**src/rtl/b_lut_opcollect_pkg.sv**
```systemverilog
// Shared definitions for the xc.lut operand-collection stage: FSM encoding
// and the beat-index constants carried on in_beat.
package b_lut_opcollect_pkg;

  typedef enum logic [1:0] {
    IDLE  = 2'd0,
    WAIT3 = 2'd1,
    DONE  = 2'd2
  } state_t;

  localparam logic BEAT_RS12 = 1'b0;
  localparam logic BEAT_RS3  = 1'b1;

endpackage

```
**src/rtl/b_lut.sv**
```systemverilog
// Combinational xc.lut evaluator: each nibble of crs1 selects one of the
// sixteen nibbles of the 64-bit table {crs3, crs2}.
module b_lut (
  input  logic [31:0] crs1,
  input  logic [31:0] crs2,
  input  logic [31:0] crs3,
  output logic [31:0] result
);

  logic [63:0] table_w;
  assign table_w = {crs3, crs2};

  for (genvar j = 0; j < 8; j++) begin : g_nib
    assign result[4*j +: 4] = table_w[{crs1[4*j +: 4], 2'b00} +: 4];
  end

endmodule

```
**src/rtl/b_lut_opcollect.sv**
```systemverilog
// Gathers rs1/rs2 (beat 0) and rs3 (beat 1) for xc.lut, evaluates the lookup
// and holds the tagged result until writeback accepts it.
module b_lut_opcollect
  import b_lut_opcollect_pkg::*;
#(
  parameter int TAG_W = 5
) (
  input  logic             g_clk,
  input  logic             g_reset,
  input  logic             flush,
  input  logic             in_valid,
  output logic             in_ready,
  input  logic             in_beat,
  input  logic [31:0]      in_d0,
  input  logic [31:0]      in_d1,
  input  logic [TAG_W-1:0] in_tag,
  output logic             out_valid,
  input  logic             out_ready,
  output logic [31:0]      out_result,
  output logic [TAG_W-1:0] out_tag,
  output logic             err,
  output state_t           dbg_state
);

  // Handshakes: a beat/result moves on the rising edge where valid && ready
  // are both high; a producer holds its payload stable until that edge, and
  // ready never depends combinationally on the matching valid.
  state_t             state, state_n;
  logic [31:0]        rs1_q, rs1_n, rs2_q, rs2_n, res_q, res_n, lut_res;
  logic [TAG_W-1:0]   tag_q, tag_n, otag_q, otag_n;
  logic               err_q, err_n;
  logic               in_hs, out_hs;

  b_lut u_lut (
    .crs1   (rs1_q),
    .crs2   (rs2_q),
    .crs3   (in_d0),
    .result (lut_res)
  );

  // DONE only accepts input when the result drains in the same cycle.
  assign in_ready   = !g_reset && ((state == DONE) ? out_ready : 1'b1);
  assign out_valid  = (state == DONE);
  assign in_hs      = in_valid && in_ready;
  assign out_hs     = out_valid && out_ready;
  assign out_result = res_q;
  assign out_tag    = otag_q;
  assign err        = err_q;
  assign dbg_state  = state;

  always_comb begin
    state_n = state;
    rs1_n   = rs1_q;
    rs2_n   = rs2_q;
    tag_n   = tag_q;
    res_n   = res_q;
    otag_n  = otag_q;
    err_n   = err_q;
    if (flush) begin
      state_n = IDLE;
      err_n   = 1'b0;
    end else begin
      if (in_hs && in_beat == BEAT_RS12) begin
        rs1_n = in_d0;
        rs2_n = in_d1;
        tag_n = in_tag;
      end
      case (state)
        IDLE: begin
          if (in_hs && in_beat == BEAT_RS12) state_n = WAIT3;
          else if (in_hs)                   err_n   = 1'b1;
        end
        WAIT3: begin
          if (in_hs && in_beat == BEAT_RS3) begin
            res_n   = lut_res;
            otag_n  = tag_q;
            state_n = DONE;
          end else if (in_hs) begin
            err_n = 1'b1;
          end
        end
        DONE: begin
          if (out_hs) state_n = IDLE;
          if (in_hs && in_beat == BEAT_RS12) state_n = WAIT3;
          else if (in_hs)                   err_n   = 1'b1;
        end
        default: state_n = IDLE;
      endcase
    end
  end

  always_ff @(posedge g_clk or posedge g_reset) begin
    if (g_reset) begin
      state  <= IDLE;
      rs1_q  <= '0;
      rs2_q  <= '0;
      tag_q  <= '0;
      res_q  <= '0;
      otag_q <= '0;
      err_q  <= 1'b0;
    end else begin
      state  <= state_n;
      rs1_q  <= rs1_n;
      rs2_q  <= rs2_n;
      tag_q  <= tag_n;
      res_q  <= res_n;
      otag_q <= otag_n;
      err_q  <= err_n;
    end
  end

endmodule

```
**config.mk**
```make
export PLATFORM = sky130hd
export DESIGN_NAME = b_lut_opcollect
export DESIGN_NICKNAME = d
export VERILOG_FILES = /design/src/rtl/b_lut_opcollect_pkg.sv /design/src/rtl/b_lut.sv /design/src/rtl/b_lut_opcollect.sv
export SDC_FILE = /design/constraint.sdc
export NUM_CORES = 1
export LEC_CHECK = 0
export CORE_MARGIN = 5
export CORE_UTILIZATION = 40
export CTS_CLUSTER_DIAMETER = 30
export DETAILED_ROUTE_END_ITERATION = 6
export PLACE_DENSITY = 0.66
export SYNTH_ARGS = -nofsm -noshare
export SYNTH_HDL_FRONTEND = slang
export SYNTH_HIERARCHICAL = 1
export SYNTH_SLANG_ARGS = --single-unit
```
**constraint.sdc**
```tcl
create_clock -name g_clk -period 4.4 [get_ports g_clk]
set_clock_uncertainty 0.1 [all_clocks]
set_input_delay 1.32 -clock g_clk [delete_from_list [all_inputs] [get_ports g_clk]]
set_output_delay 1.32 -clock g_clk [all_outputs]
set_load 0.01 [all_outputs]
```
==> results.md <==
- The sequential-to-total area share from yosys stat is 31.8%.
- The die is between 150 and 200 um tall.
- The weighted congestion reported at the end of routability-driven placement is slightly above 0.9.
- The global-route congestion overflow total is 0.
- STA classifies the critical path endpoint as an output pin.
- TritonCTS built the clock tree.
- The residual DRC count is 0.
- The first global-routing pass estimated 37200 um of wire.
- The number of core rows is 53.
- The clock root buffer master is clkbuf_16.
- In this run the critical register-to-register path is launched from rs1_q[24].
- After legalization and detailed placement, the total HPWL measured 17900 um.
- Summed over its instances, the top area cell type makes up between 30 and 40% of the synthesized netlist area.
- STA puts the critical path data required time at 2980 ps.
- Synthesis produced 560 cells.
- The worst pin sits at a relative slew slack of 35.4%.
- The number of setup violations in the final report is 0.
- The vias after detailed routing is around 6.3k.
- Global routing used approximately a fifth of the available tracks.
- During placement, the flow inserted port buffers numbering 116.
- The diode insertion count for antenna repair is 0.
- The largest total area in the synthesized netlist belongs to mux4_1.
- Of the available clock period, the critical path in the final layout requires ~90%.
- The first routing iteration left approximately 680 violations.
- The via count normalized by instance count is about 6.8.
- The clock reaches the later pin of the worst-skew pair after roughly 370 ps.
- The total area inside the core boundary comes to ~21000 um2.
- The synthesized net count is 635.
- Of all nets on the critical path, the largest fanout is 3.
- The total length of routed wires is approximately 24000 um.
- Yosys printed 6 warnings.
- The share of final-layout standard cells stronger than drive strength 1 is approximately a fifth.
- The run finished with clean final reports.
- Summed over all cells, the static leakage comes to approximately 4.1 nW.
- The net count of the finished layout is between 700 and 800.
- The fraction of the core area covered by cells at the end of the flow is ~48%.
- The H-tree was split into 3 levels.
- The initial antenna violation count is 0.
- In this run, post-CTS hold repair placed 0 buffers.
- The clock period minus final worst setup slack is roughly 4000 ps.
- Among all cell types in the netlist, the one instantiated most often is mux4_1.
- After clock tree synthesis, the clock-pin slew on the worst setup and hold paths is roughly 70 ps.
- The kind of start point of the critical path is a primary input.
- The slew at the pin closest to its max-slew limit is roughly 970 ps.
- The buffer levels on the longest clock path is 2.
- The number of iterations in the first detailed-routing pass is 5.
- 117 I/O pins were placed.
- The area growth from synthesis to layout is 17.7%.
- The number of different library cells in the post-synthesis netlist is 24.
- The max-slew violation count is 0.
- Summing every instance area after synthesis gives roughly 8600 um2.
- The post-synthesis sequential element count is 109.
- The hold violation count in the final report is 0.
- By area the synthesized netlist is led by mux4_1, dfrtp_1, mux2_2.
- For this configuration, the core starts out at a cell density of 40.6%.
- The start point of the critical path is out_ready.
- The setup path with the least slack is of type in -> out.
- Buffers added to address setup during post-CTS repair amount to 0.
- The startpoint identified for the worst hold timing path is tag_q[4].
- The class of the tightest hold or removal check is reg -> reg.
- After filler insertion, the fill cell instance count of the layout stands at about 1.8k.
- The total negative setup slack is 0 ps.
- The clock net in this run drives a total of roughly 110 sinks.
- After detailed routing, the average wire length per cell comes to 26.3 um.
- The number of gates resized after CTS was 0.
- The power per standard cell area is about 430 nW/um2.
- The die covers between 20000 and 25000 um2.
- The commonest cells after synthesis are mux4_1, dfrtp_1, mux2_2, nand3_1, a22oi_1.
- The tool flagged a number of max-cap violations equal to 0.
- The dominant register cell in the synthesized netlist is dfrtp_1.
- Timing would allow up to 250 MHz.
- Dividing the synthesized area by the synthesized cell count gives around 15 um2.
- The pin count of the biggest net entering global routing is 70.
- Setup repair after global routing left no endpoint under its margin.
- The synthesized design contains 0 enable-type register cells.
- The floorplan step set the die width to 156 um.
- Counting the buffers created by CTS gives 9.
- The remaining number of nets flagged by the antenna check after routing is 0.
- In the synthesized netlist the async set-or-reset flop fraction comes to 100%.
- The arrival time at the worst endpoint is around 2600 ps.
- IR analysis of the VDD net gives a maximum drop of about 0.00025 V.
- The number of global-route vias before repair was 6131.
worst max-delay path, cell delays in order:
cell             delay [ps]
clkdlybuf4s50_1         430
nor3b_1                 280
nor2_1                   70
clkdlybuf4s50_1         490
final cells by class:
class	count	area [um2]	area share, %
inverter	4	17.5	0.174
clock inverter	3	65.1	0.645
clock buffer	13	280	2.78
tap	275	344	3.41
multi-input combinational	404	5440	53.9
timing repair buffer	120	1220	12.1
sequential	109	2730	27.0
registers in the layout (all words and copies together), names as in the netlist:
name / cells
out_result: 32
rs1_q: 32
rs2_q: 32
out_tag: 5
tag_q: 5
dbg_state: 2
err: 1
cells in the final DEF, fill, tap and decap left out, drive strengths merged, types with 11 or more instances in the layout:
cell and n:
mux4 128, dfrtp 109, nand3 64, a22oi 33
mux2 106, nor2 11, clkbuf 13, nor2b 20
nand2 32, clkdlybuf4s50 116
power by group:
group | switching [mW] | total (mW) | internal, mW
logic | 0.614 | 1.66 | 1.05
clock network | 0.374 | 0.935 | 0.560
registers | 0.522 | 1.72 | 1.19
total | 1.51 | 4.31 | 2.80
metal layers:
layer  GRT usage (%)  up-vias  wire, um
met4            5.41        0       472
li1                -     2579         -
met5               0        -         0
met1            28.5     3246     10200
met3            4.40       46      2280
met2            30.7      393     11500
worst paths after layout:
kind                                        to  slack (ps)  cells after the start
worst max-delay path                  in_ready         390                      4
worst min-delay path                  tag_q[4]         410                      1
worst max register to register  out_result[26]        1730                      4
worst min register to register        tag_q[4]         410                      1
max in group asynchronous       out_result[10]        2020                      3
min in group asynchronous         dbg_state[1]        1430                      2
cells by family after synthesis:
group,synth area share [%]
AOI/OAI and AO/OA,3.18
buffers and inverters,4.78
DFF,31.8
muxes,52.5
and+or+nand+nor,7.72
stage by stage:
| stage | hold WS [ps] | std cells | area (um2) | worst slack [ps] | power (mW) |
|---|---|---|---|---|---|
| CTS | 410 | 928 | 10100 | 395 | 4.29 |
| detailed placement | 394 | 912 | 9740 | 395 | 3.35 |
| global route | 426 | 928 | 10100 | 322 | 4.50 |
| global placement | 383 | 912 | 9740 | 420 | 3.28 |
| floorplan | 375 | 560 | 8570 | 106 | 2.80 |
| finish | 406 | 928 | 10100 | 393 | 4.31 |
Note: power is estimated with default switching activity, not from simulation.
